===== src/rtl/tdm_demux_defs.vh =====
// rtl/tdm_demux_defs.vh - shared defaults and slot-index constants for the TDM demux
`ifndef TDM_DEMUX_DEFS_VH
`define TDM_DEMUX_DEFS_VH

`define TDM_DEMUX_N_CH        16
`define TDM_DEMUX_W           1
`define TDM_DEMUX_SEL_W(n)    $clog2(n)
`define TDM_SLOT_FIRST        0
`define TDM_SLOT_LAST(n)      ((n) - 1)

`endif


===== src/rtl/tdm_demux16_pkg.sv =====
// rtl/tdm_demux16_pkg.sv - defaults and slot helpers shared by the TDM demux modules
`include "tdm_demux_defs.vh"

package tdm_demux16_pkg;

    localparam int N_CH_DEFAULT = `TDM_DEMUX_N_CH;
    localparam int W_DEFAULT    = `TDM_DEMUX_W;
    localparam int SLOT_FIRST   = `TDM_SLOT_FIRST;

    // Width of a slot index for a frame of n slots.
    function automatic int sel_width(input int n);
        return `TDM_DEMUX_SEL_W(n);
    endfunction

    // Index of the final slot of a frame of n slots.
    function automatic int slot_last(input int n);
        return `TDM_SLOT_LAST(n);
    endfunction

endpackage


===== src/rtl/tdm_slot_ctr.sv =====
// rtl/tdm_slot_ctr.sv - slot counter with sync restart and end-of-frame wrap detect
module tdm_slot_ctr
    import tdm_demux16_pkg::*;
#(
    parameter int N_CH = N_CH_DEFAULT,
    localparam int SEL_W = sel_width(N_CH)
) (
    input  logic             clk,
    input  logic             rst,
    input  logic             en,
    input  logic             load0,
    output logic [SEL_W-1:0] slot,
    output logic [SEL_W-1:0] idx,
    output logic             wrap
);

    localparam logic [SEL_W-1:0] FIRST = SEL_W'(SLOT_FIRST);
    localparam logic [SEL_W-1:0] LAST  = SEL_W'(slot_last(N_CH));

    logic [SEL_W-1:0] slot_q;

    // A sync forces the current capture to slot 0, so a sync on the last slot never wraps.
    assign idx  = load0 ? FIRST : slot_q;
    assign wrap = en && (idx == LAST);
    assign slot = slot_q;

    // Advance only on enabled cycles; gaps leave the slot pointer parked.
    always_ff @(posedge clk) begin
        if (rst) begin
            slot_q <= FIRST;
        end else if (en) begin
            slot_q <= wrap ? FIRST : idx + 1'b1;
        end
    end

endmodule


===== src/rtl/tdm_demux16.sv =====
// rtl/tdm_demux16.sv - 1-to-N TDM demultiplexer; optional sync error pulse via TDM_DEMUX_SYNC_ERR_EN
module tdm_demux16
    import tdm_demux16_pkg::*;
#(
    parameter int N_CH = N_CH_DEFAULT,
    parameter int W    = W_DEFAULT,
    localparam int SEL_W = sel_width(N_CH)
) (
    input  logic              clk,
    input  logic              rst,
    input  logic              e,
    input  logic              sync,
    input  logic [W-1:0]      d,
    output logic [SEL_W-1:0]  sel,
    output logic [N_CH*W-1:0] q,
    output logic              q_vld,
    output logic              sync_err
);

    logic              en;
    logic [SEL_W-1:0]  slot;
    logic [SEL_W-1:0]  idx;
    logic              wrap;
    logic [N_CH*W-1:0] shadow;
    logic [N_CH*W-1:0] frame_next;

    assign en  = ~e;
    assign sel = slot;

    tdm_slot_ctr #(
        .N_CH (N_CH)
    ) u_slot_ctr (
        .clk   (clk),
        .rst   (rst),
        .en    (en),
        .load0 (sync),
        .slot  (slot),
        .idx   (idx),
        .wrap  (wrap)
    );

    // Completed frame: the shadow with the last lane taken straight from the current slot data.
    always_comb begin
        frame_next = shadow;
        frame_next[(N_CH-1)*W +: W] = d;
    end

    // Capture each enabled slot into the shadow and publish the frame when the last slot lands.
    always_ff @(posedge clk) begin
        if (rst) begin
            shadow <= '0;
            q      <= '0;
            q_vld  <= 1'b0;
        end else begin
            q_vld <= 1'b0;
            if (en) begin
                shadow[int'(idx)*W +: W] <= d;
                if (wrap) begin
                    q     <= frame_next;
                    q_vld <= 1'b1;
                end
            end
        end
    end

`ifdef TDM_DEMUX_SYNC_ERR_EN
    logic sync_err_q;

    // Flag a sync that lands anywhere other than slot 0 on an enabled cycle.
    always_ff @(posedge clk) begin
        if (rst) begin
            sync_err_q <= 1'b0;
        end else begin
            sync_err_q <= en && sync && (slot != SEL_W'(SLOT_FIRST));
        end
    end

    assign sync_err = sync_err_q;
`else
    assign sync_err = 1'b0;
`endif

endmodule


===== config.mk =====
export PLATFORM = sky130hd
export DESIGN_NAME = tdm_demux16
export DESIGN_NICKNAME = d
export VERILOG_FILES = /design/src/rtl/tdm_demux16_pkg.sv /design/src/rtl/tdm_slot_ctr.sv /design/src/rtl/tdm_demux16.sv
export VERILOG_INCLUDE_DIRS = /design/src /design/src/rtl
export SDC_FILE = /design/constraint.sdc
export NUM_CORES = 1
export LEC_CHECK = 0
export ABC_AREA = 1
export BUFFER_PORTS_ARGS = -buffer_cell sky130_fd_sc_hd__buf_4
export CAP_MARGIN = 10
export CORE_ASPECT_RATIO = 1.2
export CORE_MARGIN = 2
export CORE_UTILIZATION = 40
export CTS_CLUSTER_DIAMETER = 80
export DETAILED_ROUTE_END_ITERATION = 10
export PLACE_DENSITY = 0.56
export SETUP_SLACK_MARGIN = 0.02
export SKIP_LAST_GASP = 1
export SYNTH_ARGS = -nofsm -noshare
export SYNTH_HDL_FRONTEND = slang
export SYNTH_SLANG_ARGS = --single-unit

===== constraint.sdc =====
create_clock -name clk -period 2.07 [get_ports clk]
set_input_delay 0.3105 -clock clk [delete_from_list [all_inputs] [get_ports clk]]
set_output_delay 0.3105 -clock clk [all_outputs]
set_load 0.02 [all_outputs]

==> impl_metrics.ini, run 1 <==
[synthesis]
yosysUniqueCellTypes = 24
syn_area_sq_um = 1730
syn_avg_cell_area_sq_um = 7.37
synth_area_leaders = dfxtp_1, nor2_1, o21ai_0, nand2_1, a21oi_1
ys_seq_area_share_pct = 41.6
synth_nets = 243
synth_top_area_share_pct = 41.6
synthCells = 235
ys_ff_latch = 36
yosys.area.top_type = dfxtp_1
synth_warnings = 0

[die]
start_util_pct = 41.3
core_sq_um = 4200
die_w_microns = 64.1
die-height_microns = 76.1
pin_count = 27
rows = 26
die_area_sq_um = 4880

[critical_path]
reg2reg_from = u_slot_ctr.slot[1]
r2r_cells = 10
cp_data_required_time_ps = 2240
r2r_slack_ps = 230
r2r-end = shadow[11]
end_kind = flip-flop
arrival_ps = 2010
crit_path_start_kind = flip-flop
path_class = reg2reg
critPathMaxFanout = 6

[timing]
post-route-min-period_ps = 1840
fin_crit_sh_pct = 88.9
post-route-worst-setup-slack_ps = 230
setup_violations = 0
finalHoldViolations = 0
clock.fmax_ghz = 0.543
timing.setup.tns_ps = 0
fin_worst_skew_ps = 4.34
rsz0062_at_grt = false
timing.final.max_slew_violations = 0

[finish]
final_cell_mix = nor2_1, dfxtp_1, buf_4
layout_commonest_cell = nor2_1
drive_gt1_share_pct = 25.6
nets = 273
antennaDiodeCount = 0
area_growth_pct = 21.1

[clock_network]
clkTransAtPathRegs_ps = 70
cts_hold_buffers = 0
ctsHtreeMaxLevel = 2
clockBufferDepth = 2
cts_tree = yes
numCtsBuffers = 5
cts.sinks = 36
clock-root-buffer = clkbuf_8
clk_latency_ps = 280

[power]
power_frac_comb_pct = 9.4
max-vdd-ir-drop_uv = 324
power_switching_w = 0.000336
p_clk_share_pct = 38.2
cellPowerDensity_nw_per_um2 = 638
p_leak_nw = 0.976
p_int_w = 0.00100
pwr-share-seq_pct = 52.4
p_sw_share_pct = 25.1

[placed_design]
port_buffers = 25
routabilityCongestion = 0.827
dpl.hpwl_mm = 2.73
pre_cts_slack_ps = 134

[route]
dr_total_vias = 1528
viasPerCell = 4.75
drt_iter0_drc = 82
firstDrtPassIters = 4
drc = 0
drtAntennaViolNets = 0
wl_per_cell_microns = 11.6
wirelength_mm = 3.74

[global_route]
grt_overflow = 0
grt_max_degree = 31
antenna_found_initial = 0
grt_pass1_vias = 1409
grt_pass1_wl_mm = 6.53
grt.total_usage_pct = 17.1

[hold_path]
hold_end = shadow[13]
worstHoldPathCells = 2
hold_path.class = in2reg
hp-start = rst

[run_status]
status = complete, no violations

[job]
maxCapViolCount = 0
[per-layer routing]
metal | up-vias | track usage, % | wire length (microns)
met1 | 666 | 21.0 | 1750
met3 | 6 | 3.69 | 170
met4 | 0 | 7.17 | 67
li1 | 826 | - | -
met2 | 30 | 28.3 | 1750
met5 | - | 0 | 0
[flip-flops by register name, indices dropped and copies added (netlist names)]
name and flops:
q 16, q_vld 1, shadow 15, u_slot_ctr.slot 4
[layout make-up]
class,count,area (sq um)
sequential,36,722
clock inverter,2,10.0
timing repair buffer,32,240
inverter,24,95.1
tap,56,70.1
clock buffer,6,82.6
multi-input combinational,166,878
fill,431,2100
[Yosys cell counts (all sizes together)]
| cell | count |
|---|---|
| nor2 | 52 |
| nand2 | 38 |
| dfxtp | 36 |
| o21ai | 26 |
| inv | 24 |
| a21oi | 19 |
| nand3 | 10 |
| nand4 | 8 |
| nor3 | 8 |
| buf | 7 |
| ha | 3 |
| clkbuf | 2 |
| conb | 1 |
| nor4 | 1 |
[what timing repair did]
item,4_1_cts,5_1_grt
setup endpoints to repair,0,2
buffers inserted,0,0
resized for setup,0,3
[per-stage QoR]
stage | hold WS, ps | power [W] | area (sq um) | util, % | cells
floorplan | 380 | 0.000801 | 1730 | - | 235
global placement | 444 | 0.000839 | 1990 | 47.5 | 314
detailed placement | 451 | 0.000839 | 1990 | 47.5 | 314
CTS | 232 | 0.00136 | 2090 | 49.7 | 322
global route | 237 | 0.00140 | 2100 | 50.0 | 322
finish | 239 | 0.00134 | 2100 | 50.0 | 322
[critical path, stage by stage, from the launching register on]
cell and delay, ps:
dfxtp_1 400, nand2_2 110, nand2_1 130, nor2_1 60
ha_1 290, inv_1 80, nand2_1 130, nor2_4 190
inv_1 100, nor3_1 180, nor3_1 60
[power by group through the flow]
| stage | combinational, W | clock, W | sequential [W] |
|---|---|---|---|
| 5_1_grt | 0.000140 | 0.000560 | 0.000701 |
| 3_3_place_gp | 0.000123 | 0 | 0.000717 |
| 2_1_floorplan | 0.0000822 | 0 | 0.000718 |
| 6_report | 0.000126 | 0.000512 | 0.000701 |
| 4_1_cts | 0.000123 | 0.000534 | 0.000700 |
| 3_5_place_dp | 0.000122 | 0 | 0.000716 |
[how the worst max path moves through the flow]
stage	slack (ps)	depth (start not counted)	from	endpoint
after floorplan	60	11	u_slot_ctr.slot[2]	shadow[0]
after global placement	140	12	sync	shadow[0]
after detailed placement	130	12	sync	shadow[0]
after CTS	190	11	u_slot_ctr.slot[0]	shadow[8]
after global routing	30	10	u_slot_ctr.slot[1]	shadow[9]
final	230	10	u_slot_ctr.slot[1]	shadow[11]
[cell families after synthesis]
kind of cell / synth area share [%]
buffers and inverters: 8.38
other: 0.216
AOI/OAI and AO/OA: 13.0
and+or+nand+nor: 34.7
adders and majority gates: 2.17
DFF: 41.6
(Power assumes the default switching activity.)
==> inputs of run 2 (changes only) <==
CAP_MARGIN = not set   (was 10)
CORE_UTILIZATION = 55   (was 40)
HOLD_SLACK_MARGIN = 0.06   (was not set)
PLACE_DENSITY = 0.74   (was 0.56)
==> impl_metrics.ini, run 2 (synthesized netlist as in run 1, its figures left out) <==
[run_status]
status = complete, no violations

[route]
firstDrtPassIters = 4
drc = 0
wirelength_mm = 3.43
drtAntennaViolNets = 0
dr_total_vias = 1592
wl_per_cell_microns = 11.3
viasPerCell = 5.24
drt_iter0_drc = 34

[timing]
rsz0062_at_grt = false
timing.setup.tns_ps = 0
fin_worst_skew_ps = 15.3
finalHoldWorstSlack_ps = 174
post-route-min-period_ps = 1890
fin_crit_sh_pct = 91.1
clock.fmax_ghz = 0.530
timing.final.max_slew_violations = 0
setup_violations = 0
finalHoldViolations = 0

[clock_network]
cts_tree = yes
clkTransAtPathRegs_ps = 110
cts_hold_buffers = 0
cts.sinks = 36
clock-root-buffer = clkbuf_4
clockBufferDepth = 2
numCtsBuffers = 5
ctsHtreeMaxLevel = 2
clk_latency_ps = 340

[power]
p_clk_share_pct = 32.2
pwr-share-seq_pct = 57.7
cellPowerDensity_nw_per_um2 = 590
p_leak_nw = 0.974
power_frac_comb_pct = 10.1
p_sw_share_pct = 26.0
power_switching_w = 0.000316
max-vdd-ir-drop_uv = 447
p_int_w = 0.000898
total_power_w = 0.00121

[critical_path]
arrival_ps = 2130
reg2reg_from = u_slot_ctr.slot[0]
cp_data_required_time_ps = 2310
path_class = reg2reg
worstPathCellList = nand2_2 -> nand2_1 -> nor2_1 -> ha_1 -> inv_1 -> nand2_1 -> nor2_4 -> inv_1 -> nor3_1 -> nor3_1
r2r_slack_ps = 180
slowest_stage = dfxtp_2
worst-path-buf-inv = 2
critPathMaxFanout = 7
crit_path_start_kind = flip-flop
crit_start = u_slot_ctr.slot[0]
r2r-end = shadow[11]
cp-endpoint = shadow[11]
crit_cells = 10
crit_family = simple AND/OR/NAND/NOR gates
r2r_cells = 10
max_stage_delay_ps = 380
end_kind = flip-flop

[placed_design]
dp.cells = 296
placed_cell_area_sq_um = 2000
dpl.hpwl_mm = 2.56
port_buffers = 25
routabilityCongestion = 0.920

[die]
die-height_microns = 65.5
start_util_pct = 57.2
die_area_sq_um = 3620
die_w_microns = 55.2
rows = 22
core_sq_um = 3030
pin_count = 27

[finish]
area_growth_pct = 18.8
largest_register_ff_count = 16
final_cell_mix = nor2_1, dfxtp_1, buf_4
drive_gt1_share_pct = 25.7
final_cell_count_no_fill = 304
top_register = q
antennaDiodeCount = 0
layout_commonest_cell = nor2_1
nets = 275
final_area_sq_um = 2060

[global_route]
grtUsageMet2_pct = 33.9
grt.total_usage_pct = 20.7
grt_pass1_vias = 1406
met3_usage_pct = 5.51
grt_overflow = 0
gr-usage-met1_pct = 24.4
antenna_found_initial = 0
grt_pass1_wl_mm = 5.98
grt_max_degree = 31
top_usage_layer = met2

[hold_path]
hold_path.class = in2reg

[job]
maxCapViolCount = 0
## run 2: changes by cell type in the layout (fill, tap and decap cells not counted), sizes merged
cell	previous run	this run
buf	32	34
## run 2: how the worst min path moves through the flow
stage                              end  cells past startpoint      start  slack (ps)
CTS                 u_slot_ctr.slot[3]                      2        rst         170
floorplan                   shadow[13]                      1        rst         380
finish              u_slot_ctr.slot[3]                      2        rst         170
global route                shadow[13]                      2        rst         180
global placement                  q[8]                      2  shadow[8]         440
detailed placement                q[2]                      2  shadow[2]         440
## run 2: timing repair
action                                  CTS  global route
buffers inserted                          0             0
resized for setup                         0             1
endpoints found under the setup margin    0             4
## run 2: power by group through the flow
stage / Combinational (W) / Clock [W] / Sequential, W
finish: 0.000123 / 0.000391 / 0.000701
CTS: 0.000122 / 0.000401 / 0.000700
global placement: 0.000121 / 0 / 0.000716
floorplan: 0.0000822 / 0 / 0.000718
detailed placement: 0.000122 / 0 / 0.000716
global route: 0.000135 / 0.000433 / 0.000701
## run 2: per-layer routing
layer | part of all wire [%] | routed length (microns)
met1 | 45 | 1550
met5 | 0 | 0
met4 | 2.4 | 82
met2 | 48 | 1630
met3 | 4.8 | 164
## run 2: per-stage QoR
step | utilization, % | worst slack, ps
floorplan | - | 56.5
global placement | 65.9 | 136
detailed placement | 65.9 | 71.2
CTS | 67.9 | 133
global route | 68.0 | 38.5
finish | 68.0 | 185
## run 2: area by class of cell
class                           instances  area [sq um]
Fill cell                             290           970
Multi-Input combinational cell        166           867
Sequential cell                        36           722
Timing Repair Buffer                   34           268
Inverter                               24          95.1
Clock buffer                            6          51.3
Tap cell                               36          45.0
Clock inverter                          2          10.0
==> inputs of run 3 (changes only) <==
ABC_AREA = not set   (was 1)
TNS_END_PERCENT = 1   (was not set)
==> impl_metrics.ini, run 3 <==
[run_status]
status = complete, no violations

[critical_path]
end_kind = flip-flop
crit_family = simple AND/OR/NAND/NOR gates
path_class = reg2reg
worst-path-buf-inv = 1
arrival_ps = 2230
critPathMaxFanout = 4
cp_data_required_time_ps = 2310
r2r_slack_ps = 80
r2r-end = shadow[10]
crit_path_start_kind = flip-flop
worstPathCellList = nor3_1 -> or2_2 -> ha_4 -> or3_4 -> a211oi_4 -> buf_4 -> nand3_1 -> mux2i_1
slowest_stage = dfxtp_4
r2r_cells = 8
reg2reg_from = u_slot_ctr.slot[0]
max_stage_delay_ps = 370

[hold_path]
hold_path.class = in2reg
hold_end = q[15]
hp-start = d
worstHoldPathCells = 3

[synthesis]
async_flop_share_pct = 0
syn_area_sq_um = 1710
synth_nets = 205
yosysUniqueCellTypes = 37
synth_top_area_share_pct = 42.1
yosys-top-cells-count = nand2_1, dfxtp_1, a21oi_1
synth_edf_count = 0
synth_warnings = 0
syn_avg_cell_area_sq_um = 8.69
synth_most_common_cell = nand2_1
yosys_most_used_dff = dfxtp_1
ys_seq_area_share_pct = 42.1
synth_area_leaders = dfxtp_1, nand2_1, mux2i_1, nand2b_1, a21oi_1
yosys.area.top_type = dfxtp_1
ys_ff_latch = 36
synthCells = 197

[power]
p_sw_share_pct = 24.8
max-vdd-ir-drop_uv = 526
p_leak_nw = 0.859
pwr-share-seq_pct = 60.0
power_frac_comb_pct = 8.8
p_int_w = 0.000874
power_switching_w = 0.000288
p_clk_share_pct = 31.2
cellPowerDensity_nw_per_um2 = 556

[clock_network]
ctsHtreeMaxLevel = 2
clock-root-buffer = clkbuf_4
clkTransAtPathRegs_ps = 110
numCtsBuffers = 5
cts_hold_buffers = 0
cts_tree = yes
clockBufferDepth = 2
clk_latency_ps = 340
cts.sinks = 36

[route]
wirelength_mm = 3.75
wl_per_cell_microns = 13.8
viasPerCell = 5.31
firstDrtPassIters = 4
drc = 0
drtAntennaViolNets = 0
dr_total_vias = 1445
drt_iter0_drc = 31

[finish]
drive_gt1_share_pct = 27.1
nets = 243
largest_register_ff_count = 16
layout_commonest_cell = buf_4
final_core_util_pct = 69.0
area_growth_pct = 22.1
top_register = q
antennaDiodeCount = 0
final_cell_mix = buf_4, nand2_1, dfxtp_1

[die]
start_util_pct = 56.5
die-height_microns = 65.1
core_sq_um = 3030
pin_count = 27
die_w_microns = 54.9
rows = 22
die_area_sq_um = 3580

[timing]
clock.fmax_ghz = 0.503
timing.setup.tns_ps = 0
finalHoldViolations = 0
fin_crit_sh_pct = 96.0
rsz0062_at_grt = true
fin_worst_skew_ps = 11.7
setup_violations = 0
timing.final.max_slew_violations = 0
post-route-min-period_ps = 1990

[placed_design]
dpl.hpwl_mm = 2.77
port_buffers = 25
routabilityCongestion = 0.881

[global_route]
grt_pass1_vias = 1406
antenna_found_initial = 0
grt.total_usage_pct = 24.1
grt_pass1_wl_mm = 6.16
grt_max_degree = 39
grt_overflow = 0

[job]
maxCapViolCount = 0
-- run 3: changes by cell type after synthesis, moves of 8 or more --
cell and change:
inv_1 -15, nand2_1 +10, mux2i_1 +14, nand2b_1 +19, nor2_1 -36, o21ai_0 -22
nand4_1 -8
-- run 3: worst max-delay path by stage --
stage,start,endpoint,slack (ps),cells after the start
floorplan,u_slot_ctr.slot[2],shadow[6],10,8
global placement,sync,shadow[6],80,7
detailed placement,sync,shadow[14],0.2,7
CTS,u_slot_ctr.slot[2],shadow[8],30,7
global route,u_slot_ctr.slot[0],shadow[8],10,7
finish,u_slot_ctr.slot[0],shadow[10],80,8
-- run 3: power by group through the flow --
stage          Clock, W  Sequential [W]  Combinational (W)
2_1_floorplan         0        0.000717          0.0000607
6_report       0.000363        0.000697           0.000102
3_5_place_dp          0        0.000714          0.0000979
4_1_cts        0.000376        0.000698          0.0000982
5_1_grt        0.000400        0.000697           0.000113
3_3_place_gp          0        0.000714          0.0000970
-- run 3: area by class of cell --
type / count / area [sq um]
flip-flops and latches: 36 / 729
clock inverters: 1 / 8.76
repair buffers: 43 / 323
fillers: 269 / 938
multi-input cells: 145 / 923
inverters: 4 / 15.0
well taps: 36 / 45.0
clock buffers: 7 / 45.0
-- run 3: metrics by stage --
| step | hold slack, ps | instances | instance area [sq um] | total power, W | setup WS, ps |
|---|---|---|---|---|---|
| 6_report | 227 | 272 | 2090 | 0.00116 | 83.2 |
| 5_1_grt | 220 | 272 | 2090 | 0.00121 | 12.6 |
| 4_1_cts | 216 | 268 | 2050 | 0.00117 | 35.0 |
| 3_5_place_dp | 446 | 260 | 2000 | 0.000812 | 0.220 |
| 3_3_place_gp | 439 | 260 | 2000 | 0.000811 | 82.5 |
| 2_1_floorplan | 432 | 197 | 1730 | 0.000778 | 11.1 |
-- run 3: repair_timing --
action                     4_1_cts  5_1_grt
pin swaps                        1        2
buffers inserted                 0        4
setup endpoints to repair        1        3
gates resized for setup          0        2
-- run 3: cells by family after synthesis --
family,synth area share [%]
AND/OR/NAND/NOR,30.3
AO/OA/AOI/OAI,11.0
adder cells (fa/ha/maj),2.19
other,0.219
XOR/XNOR,0.951
flip-flops,42.1
multiplexers,8.19
buffers and inverters,4.97
-- run 3: metal layers --
metal  vias up  track usage (%)  share of wire (%)  wire, microns
met5         -                0                  0              0
met2        32             40.0                 51           1920
met1       670             27.7                 43           1610
li1        735                -                  -              -
met3         8             5.45                3.8            143
met4         0             12.5                2.0             76
-- run 3: worst min-delay path, delay by kind of cell --
family	cells	cell delay [ps]
simple gates	1	50
compound gates	1	50
buf+inv	1	120
